===== config.mk =====
export PLATFORM = sky130hd
export DESIGN_NAME = spi_master_mode
export DESIGN_NICKNAME = d
export VERILOG_FILES = /design/src/rtl/spi_master_mode.sv
export SDC_FILE = /design/constraint.sdc
export NUM_CORES = 1
export LEC_CHECK = 0
export BUFFER_PORTS_ARGS = -buffer_cell sky130_fd_sc_hd__buf_2
export CORE_ASPECT_RATIO = 1.1
export CORE_MARGIN = 2
export CORE_UTILIZATION = 40
export CTS_CLUSTER_DIAMETER = 200
export DETAILED_ROUTE_END_ITERATION = 12
export PLACE_DENSITY = 0.55
export SLEW_MARGIN = 20
export SYNTH_ARGS = -nofsm -noshare
export SYNTH_HDL_FRONTEND = slang
export SYNTH_SLANG_ARGS = --single-unit

===== constraint.sdc =====
create_clock -name clk -period 3.9 [get_ports clk]
set_clock_uncertainty 0.2 [all_clocks]
set_input_delay 0.78 -clock clk [delete_from_list [all_inputs] [get_ports clk]]
set_output_delay 0.78 -clock clk [all_outputs]
set_load 0.05 [all_outputs]

===== src/rtl/spi_master_mode.sv =====
// SPI master covering all four CPOL/CPHA modes, with per-frame divider latching and held selects.
// Define SPI_LSB_FIRST_EN to add the lsb_first port for LSB-first framing.
module spi_master_mode #(
  parameter int DW     = 8,
  parameter int DVSR_W = 16,
  parameter int NUM_SS = 1,
  parameter int SS_W   = 4
) (
  input  logic              clk,
  input  logic              reset,
  input  logic [DW-1:0]     din,
  input  logic [DVSR_W-1:0] dvsr,
  input  logic              cpol,
  input  logic              cpha,
  input  logic [SS_W-1:0]   ss_sel,
  input  logic              ss_hold,
  input  logic              ss_release,
`ifdef SPI_LSB_FIRST_EN
  input  logic              lsb_first,
`endif
  input  logic              wr_sd,
  input  logic              spi_miso,
  output logic [DW-1:0]     dout,
  output logic              spi_clk,
  output logic              spi_mosi,
  output logic [NUM_SS-1:0] spi_ss_n,
  output logic              spi_done_tick,
  output logic              spi_idle
);

  localparam int BIT_W = $clog2(DW);

  typedef enum logic [2:0] {IDLE, SETUP, P0, P1, HOLD} state_t;

  state_t            state;
  logic [DVSR_W-1:0] cnt;
  logic [DVSR_W-1:0] dvsr_reg;
  logic [BIT_W-1:0]  bit_cnt;
  logic [DW-1:0]     tx_reg;
  logic [DW-1:0]     rx_reg;
  logic [DW-1:0]     tx_shift;
  logic [DW-1:0]     rx_shift;
  logic [SS_W-1:0]   sel_reg;
  logic              cpol_reg;
  logic              cpha_reg;
  logic              hold_reg;
  logic              held;
  logic              cnt_last;
  logic              last_bit;

  // A divider of 0 behaves like 1: every non-idle state lasts at least one cycle.
  assign cnt_last = (dvsr_reg <= DVSR_W'(1)) || (cnt == dvsr_reg - DVSR_W'(1));
  assign last_bit = (bit_cnt == BIT_W'(DW - 1));
  assign spi_idle = (state == IDLE);

`ifdef SPI_LSB_FIRST_EN
  logic lsb_reg;
  assign tx_shift = lsb_reg ? {1'b0, tx_reg[DW-1:1]} : {tx_reg[DW-2:0], 1'b0};
  assign rx_shift = lsb_reg ? {spi_miso, rx_reg[DW-1:1]} : {rx_reg[DW-2:0], spi_miso};
  assign spi_mosi = lsb_reg ? tx_reg[0] : tx_reg[DW-1];
`else
  assign tx_shift = {tx_reg[DW-2:0], 1'b0};
  assign rx_shift = {rx_reg[DW-2:0], spi_miso};
  assign spi_mosi = tx_reg[DW-1];
`endif

  function automatic logic [NUM_SS-1:0] sel_decode(input logic [SS_W-1:0] s);
    logic [NUM_SS-1:0] r;
    r = '1;
    for (int i = 0; i < NUM_SS; i++) begin
      if (s == SS_W'(i)) r[i] = 1'b0;
    end
    return r;
  endfunction

  // spi_clk is assigned alongside each transition so it lines up with the state it belongs to.
  always_ff @(posedge clk or posedge reset) begin
    if (reset) begin
      state         <= IDLE;
      cnt           <= '0;
      dvsr_reg      <= '0;
      bit_cnt       <= '0;
      tx_reg        <= '0;
      rx_reg        <= '0;
      dout          <= '0;
      sel_reg       <= '0;
      cpol_reg      <= 1'b0;
      cpha_reg      <= 1'b0;
      hold_reg      <= 1'b0;
      held          <= 1'b0;
      spi_clk       <= 1'b0;
      spi_ss_n      <= '1;
      spi_done_tick <= 1'b0;
`ifdef SPI_LSB_FIRST_EN
      lsb_reg       <= 1'b0;
`endif
    end else begin
      spi_done_tick <= 1'b0;
      case (state)
        IDLE: begin
          cnt     <= '0;
          bit_cnt <= '0;
          spi_clk <= cpol;
          if (wr_sd) begin
            dvsr_reg <= dvsr;
            cpol_reg <= cpol;
            cpha_reg <= cpha;
            sel_reg  <= ss_sel;
            hold_reg <= ss_hold;
            tx_reg   <= din;
            rx_reg   <= '0;
            held     <= 1'b0;
`ifdef SPI_LSB_FIRST_EN
            lsb_reg  <= lsb_first;
`endif
            // Re-addressing the held slave skips setup; any other target swaps selects at once.
            if (held && (ss_sel == sel_reg)) begin
              state <= P0;
            end else begin
              state    <= SETUP;
              spi_ss_n <= sel_decode(ss_sel);
            end
          end else if (ss_release && held) begin
            spi_ss_n <= '1;
            held     <= 1'b0;
          end
        end

        SETUP: begin
          if (cnt_last) begin
            cnt     <= '0;
            state   <= P0;
            spi_clk <= cpol_reg;
          end else begin
            cnt <= cnt + DVSR_W'(1);
          end
        end

        P0: begin
          if (cnt_last) begin
            cnt     <= '0;
            state   <= P1;
            spi_clk <= ~cpol_reg;
            if (!cpha_reg) rx_reg <= rx_shift;
            else if (bit_cnt != '0) tx_reg <= tx_shift;
          end else begin
            cnt <= cnt + DVSR_W'(1);
          end
        end

        P1: begin
          if (cnt_last) begin
            cnt     <= '0;
            spi_clk <= cpol_reg;
            if (cpha_reg) rx_reg <= rx_shift;
            if (!last_bit) begin
              bit_cnt <= bit_cnt + BIT_W'(1);
              state   <= P0;
              if (!cpha_reg) tx_reg <= tx_shift;
            end else begin
              spi_done_tick <= 1'b1;
              dout          <= cpha_reg ? rx_shift : rx_reg;
              if (hold_reg) begin
                state <= IDLE;
                held  <= 1'b1;
              end else begin
                state <= HOLD;
              end
            end
          end else begin
            cnt <= cnt + DVSR_W'(1);
          end
        end

        HOLD: begin
          if (cnt_last) begin
            cnt      <= '0;
            state    <= IDLE;
            spi_ss_n <= '1;
          end else begin
            cnt <= cnt + DVSR_W'(1);
          end
        end

        default: state <= IDLE;
      endcase
    end
  end

endmodule


# --- Yosys cells after proc, flatten, opt, wreduce, memory -nomap -nowiden ---
# Cells that the tools add are included.
classes:
  addsub: 3
  magnitude_cmp: 1
  eq_ne: 22
  muxes: 46
  bitwise: 1
  reduce_logical: 22
ops:
  columns: ["operator", "count"]
  rows:
  - ["$mux W8", 12]
  - ["$pmux W8 S3", 2]
  - ["$pmux W16 S2", 1]
  - ["$mux W3", 9]
  - ["$ne A2 B2 Y1 const B", 12]
  - ["$add A16 B1 Y16 const B", 1]
  - ["$eq A16 B16 Y1", 1]
  - ["$le A16 B1 Y1 const B", 1]
  - ["$mux W16", 1]
  - ["$sub A16 B1 Y16 const B", 1]
  - ["$mux W1", 15]
  - ["$pmux W3 S5", 1]
  - ["$reduce_and A5 Y1", 3]
  - ["$reduce_and A3 Y1", 3]
  - ["$reduce_bool A3 Y1", 3]
  - ["$reduce_and A8 Y1", 1]
  - ["$eq A3 B2 Y1 const B", 2]
  - ["$eq A3 B3 Y1 const B", 2]
  - ["$pmux W3 S2", 1]
  - ["$reduce_bool A2 Y1", 3]
  - ["$eq A4 B4 Y1", 1]
  - ["$logic_not A4 Y1", 1]
  - ["$pmux W1 S2", 2]
  - ["$reduce_and A4 Y1", 1]
  - ["14 further kinds", 15]
word_totals:
  regBits: 73
  input_bits: 36
  out_inout_bits: 13
  elab_cells: 110

# --- Longest topological paths before layout ---
depth:
  ltp_word: 5
  depth_mapped: 13
  depth_no_buf: 10

# --- Worst setup path after synthesis ---
# Ideal clock, no wire load.
synth_timing:
  path_kind: "register to register"
  from: "register dvsr_reg[0]"
  to: "register bit_cnt[1]"
  setup_ps: 125
  arrival_ps: 2654
  required_ps: 3575
  slack_ps: 921
  path_stages_with_launch: 11
  path_buffers: 1
  period_less_slack_ps: 2979
  path_cell_list: "dfrtp_1 -> inv_1 -> ha_1 -> buf_2 -> or3b_2 -> nor3_1 -> a21oi_1 -> nor3_2 -> a41oi_2 -> or4b_4 -> mux2_4"
synth_via:
  elab_chain_cells: 5
  word_cells_on_any_way: 6
  cone_classes: "1 x add/sub; 1 x order compare; 2 x eq/ne; 2 x reduce/logical"
synth_lines:
  columns: ["item", "line", "rtl"]
  rows:
  - ["start, declared", "37", "logic [DVSR_W-1:0] dvsr_reg;"]
  - ["start signal, assigned", "105", "dvsr_reg <= dvsr;"]
  - ["$sub A16 B1 Y16", "52", "assign cnt_last = (dvsr_reg <= DVSR_W'(1)) || (cnt == dvsr_reg - DVSR_W'(1));"]
  - ["$eq A16 B16 Y1", "52", null]
  - ["$logic_or A1 B1 Y1 (*)", "52", null]
  - ["$ne A2 B2 Y1 (no source line) (*)", null, null]
  - ["$reduce_and A3 Y1 (no source line) (*)", null, null]
  - ["end signal, assigned", "157", "bit_cnt <= bit_cnt + BIT_W'(1);"]
  - ["end, declared", "38", "logic [BIT_W-1:0] bit_cnt;"]
# Mark *: on every way between the ends. The rest lies on a longest branch, timed or not.
# A chain may end at the register's enable or synchronous reset.

# --- Worst setup path in the final report ---
# Same ends and word-level chain as after synthesis.

==> results.py <==
metrics = {
    "place": {
        "postPlaceCellArea_sq_um": 4500,
        "detailed_place_hpwl_um": 6650,
        "place.detailed.instances": 562,
        "place.port_buffers": 48,
        "globalplace.congestion": 0.808,
        "place_worst_setup_slack_ps": 555,
    },
    "floorplan": {
        "initial_core_util": 0.414,
        "floorplan.die.width_um": 101,
        "floorplan.die_area_sq_um": 11200,
        "die_height_um": 111,
        "pin_count": 49,
        "num_rows": 38,
        "design.core.area_sq_um": 9980,
    },
    "grt": {
        "grt_overflow": 0,
        "maximum_number_of_pins_on_one_net_before_global_route_repair": 33,
        "first_pass_grt_wire_length_um": 15800,
        "grt_pass1_vias": 3296,
        "number_of_antenna_violations_at_the_first_check_in_global_routing": 0,
        "global_route.usage.total": 0.177,
    },
    "yosys": {
        "post_synth_most_frequent_cells": "dfrtp_1 (72), mux2_2 (36), nand2_1 (29), nor2_1 (29)",
        "yosys.area.top_type_share": 0.436,
        "synth_compound_area_frac": 0.126,
        "postSynthCellCount": 406,
        "synth_top_family_by_area": "simple AND/OR/NAND/NOR gates",
        "synthesized_flop_and_latch_total": 73,
        "syn_nets": 448,
        "synthTopCellsByArea": "dfrtp_1 (44%), mux2_2 (9.8%), xnor2_1 (4.2%), nand2_1 (2.6%), nor2_1 (2.6%)",
        "post_synth_fa_ha_maj_area_fraction": 0.0181,
        "synth.most_common_cell": "dfrtp_1",
        "synthesis.area_per_instance_sq_um": 10.2,
        "ys.flop_type": "dfrtp_1",
        "syn_area_sq_um": 4140,
        "synth_xor_area_frac": 0.0593,
        "synth.distinct_cells": 56,
        "edff_count_synth": 0,
        "yosysWarnings": 0,
        "ys_async_sr_fraction": 1.00,
        "synth_sequential_area_ratio": 0.442,
        "synth_area_in_simple_gates": 0.191,
        "synth_top_cell_by_area": "dfrtp_1",
        "synth.mux.area_fraction": 0.126,
    },
    "min_path": {
        "worstHoldEndpoint": "spi_ss_n",
        "holdCritStartpoint": "spi_ss_n",
        "worst_hold_stages": 2,
        "min-delay-path-class": "flip-flop to flip-flop",
    },
    "sta": {
        "final_period_minus_worst_setup_slack_ps": 3360,
        "slew-limit-headroom": 0.527,
        "tightestPinTransition_ps": 710,
        "max_clock_freq_mhz": 297,
        "setup_tns_ps": 0,
        "final_min_period_over_clock_period": 0.863,
        "timing_hold_violations_final": 0,
        "slew_viol_final": 0,
        "finalHoldWorstSlack_ps": 273,
        "unrepaired_setup_endpoints_after_global_routing": "no",
        "setup_viol": 0,
        "worst_slack_ps": 536,
    },
    "clock_tree": {
        "cts_sink_count": 73,
        "post_cts_buffers": 0,
        "cts_hold_repair.buffers": 0,
        "cts_tree": "yes",
        "cts_root_buf": "clkbuf_8",
        "number_of_resized_instances_in_the_post_cts_repair_step": 0,
        "cts_htree_levels": 3,
        "cts-buffers-inserted": 9,
        "clk_path_buf_depth": 2,
        "clock_latency_ps": 370,
        "clock_transition_at_the_registers_of_the_reported_paths_ps": 100,
    },
    "final_layout": {
        "area_occupied_by_multi_input_gates_sq_um": 2150,
        "flip_flop_and_latch_area_sq_um": 1830,
        "antenna_cells": 0,
        "final_layout_size_suffix_gt1_frac": 0.284,
        "stdcell_area_sq_um": 4690,
        "num-nets-final": 495,
        "layout_utilization": 0.470,
        "fillerInstances": 970,
        "area_growth_syn_to_layout_pct": 13.5,
        "final-instance-count-excl-fill": 578,
    },
    "worst_setup_path": {
        "regToRegSetupSlack_ps": 540,
        "top_cell_family_by_delay_on_the_critical_path": "simple AND/OR/NAND/NOR gates",
        "cp_cell_sequence": "inv_1 > ha_1 > or3b_2 > nor3_1 > a21oi_1 > nor3_2 > a41oi_2 > or4b_4 > mux2_4",
        "critical_path_peak_fanout": 9,
        "timing.rr.start": "dvsr_reg[0]",
        "r2r.worst_path.cells": 9,
        "timing.setup.critical_path_class": "flip-flop to flip-flop",
        "slowest_delay_ps": 600,
        "worstPathArrival_ps": 3420,
        "critical_path.slowest_cell": "or4b_4",
        "worst_r2r_endpoint": "bit_cnt[1]",
        "setup.worst_path.start_class": "flip-flop",
        "endpoint_kind": "flip-flop",
        "worst-endpoint-required_ps": 3950,
        "timing.critical_path.buf_inv": 1,
    },
    "detailed_routing": {
        "post_drt_via_cell_ratio": 5.53,
        "dr_iter_0_viols": 61,
        "detail_route.first_pass.iterations": 4,
        "route.detailed.drc": 0,
        "wire_per_inst_um": 15.9,
        "final_antenna_net_count": 0,
        "routed-via-count": 3194,
        "drt_total_wl_um": 9170,
    },
    "power_and_ir_drop": {
        "design_power_total_mw": 1.45,
        "cellPowerDensity_nw_per_um2": 310,
        "ir_worst_vdd_v": 0.000170,
        "power.leakage_nw": 2.18,
    },
    "job": {
        "drv_cap": 0,
    },
    "status": {
        "run_status": "finished clean",
    },
}
-- worst min-delay path, cell delays in order (launching register included) --
cell and delay, ps:
dfstp_2 380, inv_1 40, a21oi_1 50
-- worst max path at each step --
stage,from,endpoint,cells past startpoint
finish,dvsr_reg[0],bit_cnt[1],9
CTS,dvsr_reg[0],bit_cnt[1],9
floorplan,dvsr_reg[0],bit_cnt[1],10
detailed placement,dvsr_reg[0],bit_cnt[1],9
global placement,dvsr_reg[0],bit_cnt[1],9
global route,dvsr_reg[0],rx_reg[3],10
-- metal layers --
metal,part of all wire,GRT usage,wire (um),vias up
li1,-,-,-,1548
met1,0.46,0.221,4240,1557
met2,0.47,0.293,4330,69
met3,0.033,0.0366,305,20
met4,0.031,0.0784,288,0
met5,0,0,0,-
-- cells by family after synthesis --
kind of cell             after synthesis
AND/OR/NAND/NOR                      138
AO/OA/AOI/OAI                         75
flip-flops                            73
multiplexers                          47
buffers and inverters                 39
XOR/XNOR                              28
adder cells (fa/ha/maj)                6
-- final cells by class --
type | count | share of cell area
Clock buffer | 9 | 0.0264
Clock inverter | 7 | 0.0147
Inverter | 19 | 0.0152
Multi-Input combinational cell | 294 | 0.458
Sequential cell | 73 | 0.389
Tap cell | 120 | 0.0320
Timing Repair Buffer | 56 | 0.0640
-- where the power goes --
| group | total (mW) | internal, mW | switching, mW |
|---|---|---|---|
| Combinational | 0.0756 | 0.0302 | 0.0454 |
| Sequential | 0.771 | 0.765 | 0.00628 |
| Clock | 0.607 | 0.252 | 0.354 |
| Total | 1.45 | 1.05 | 0.406 |
-- layout by cell type, fill, tap and decap left out, types with 2 or more instances in the layout --
master     n
o21ai_0   18
buf_4      8
o31ai_1    2
inv_6      3
a31oi_1    9
xnor2_1   20
or4_1      2
nand2_4    2
nand3_1   20
nand2b_1   3
nand2_1   29
o22a_1     7
and2_1     3
mux2i_1    9
nor3_2     2
o211ai_1   3
nor3_1     4
xor2_1     8
or3_1      3
a21oi_1   14
nor4_1     4
nor3_4     2
and4_1     2
buf_2     48
or2_2      3
a32o_1     2
clkbuf_8   9
nand4_1    8
o21bai_1   2
dfrtp_1   72
nor2b_1    5
and3_1     8
nor2_1    29
mux2_2    36
o311ai_0   2
a22o_1    10
inv_1     18
ha_1       6
inv_8      3
Power figures use the tool's default switching activity.
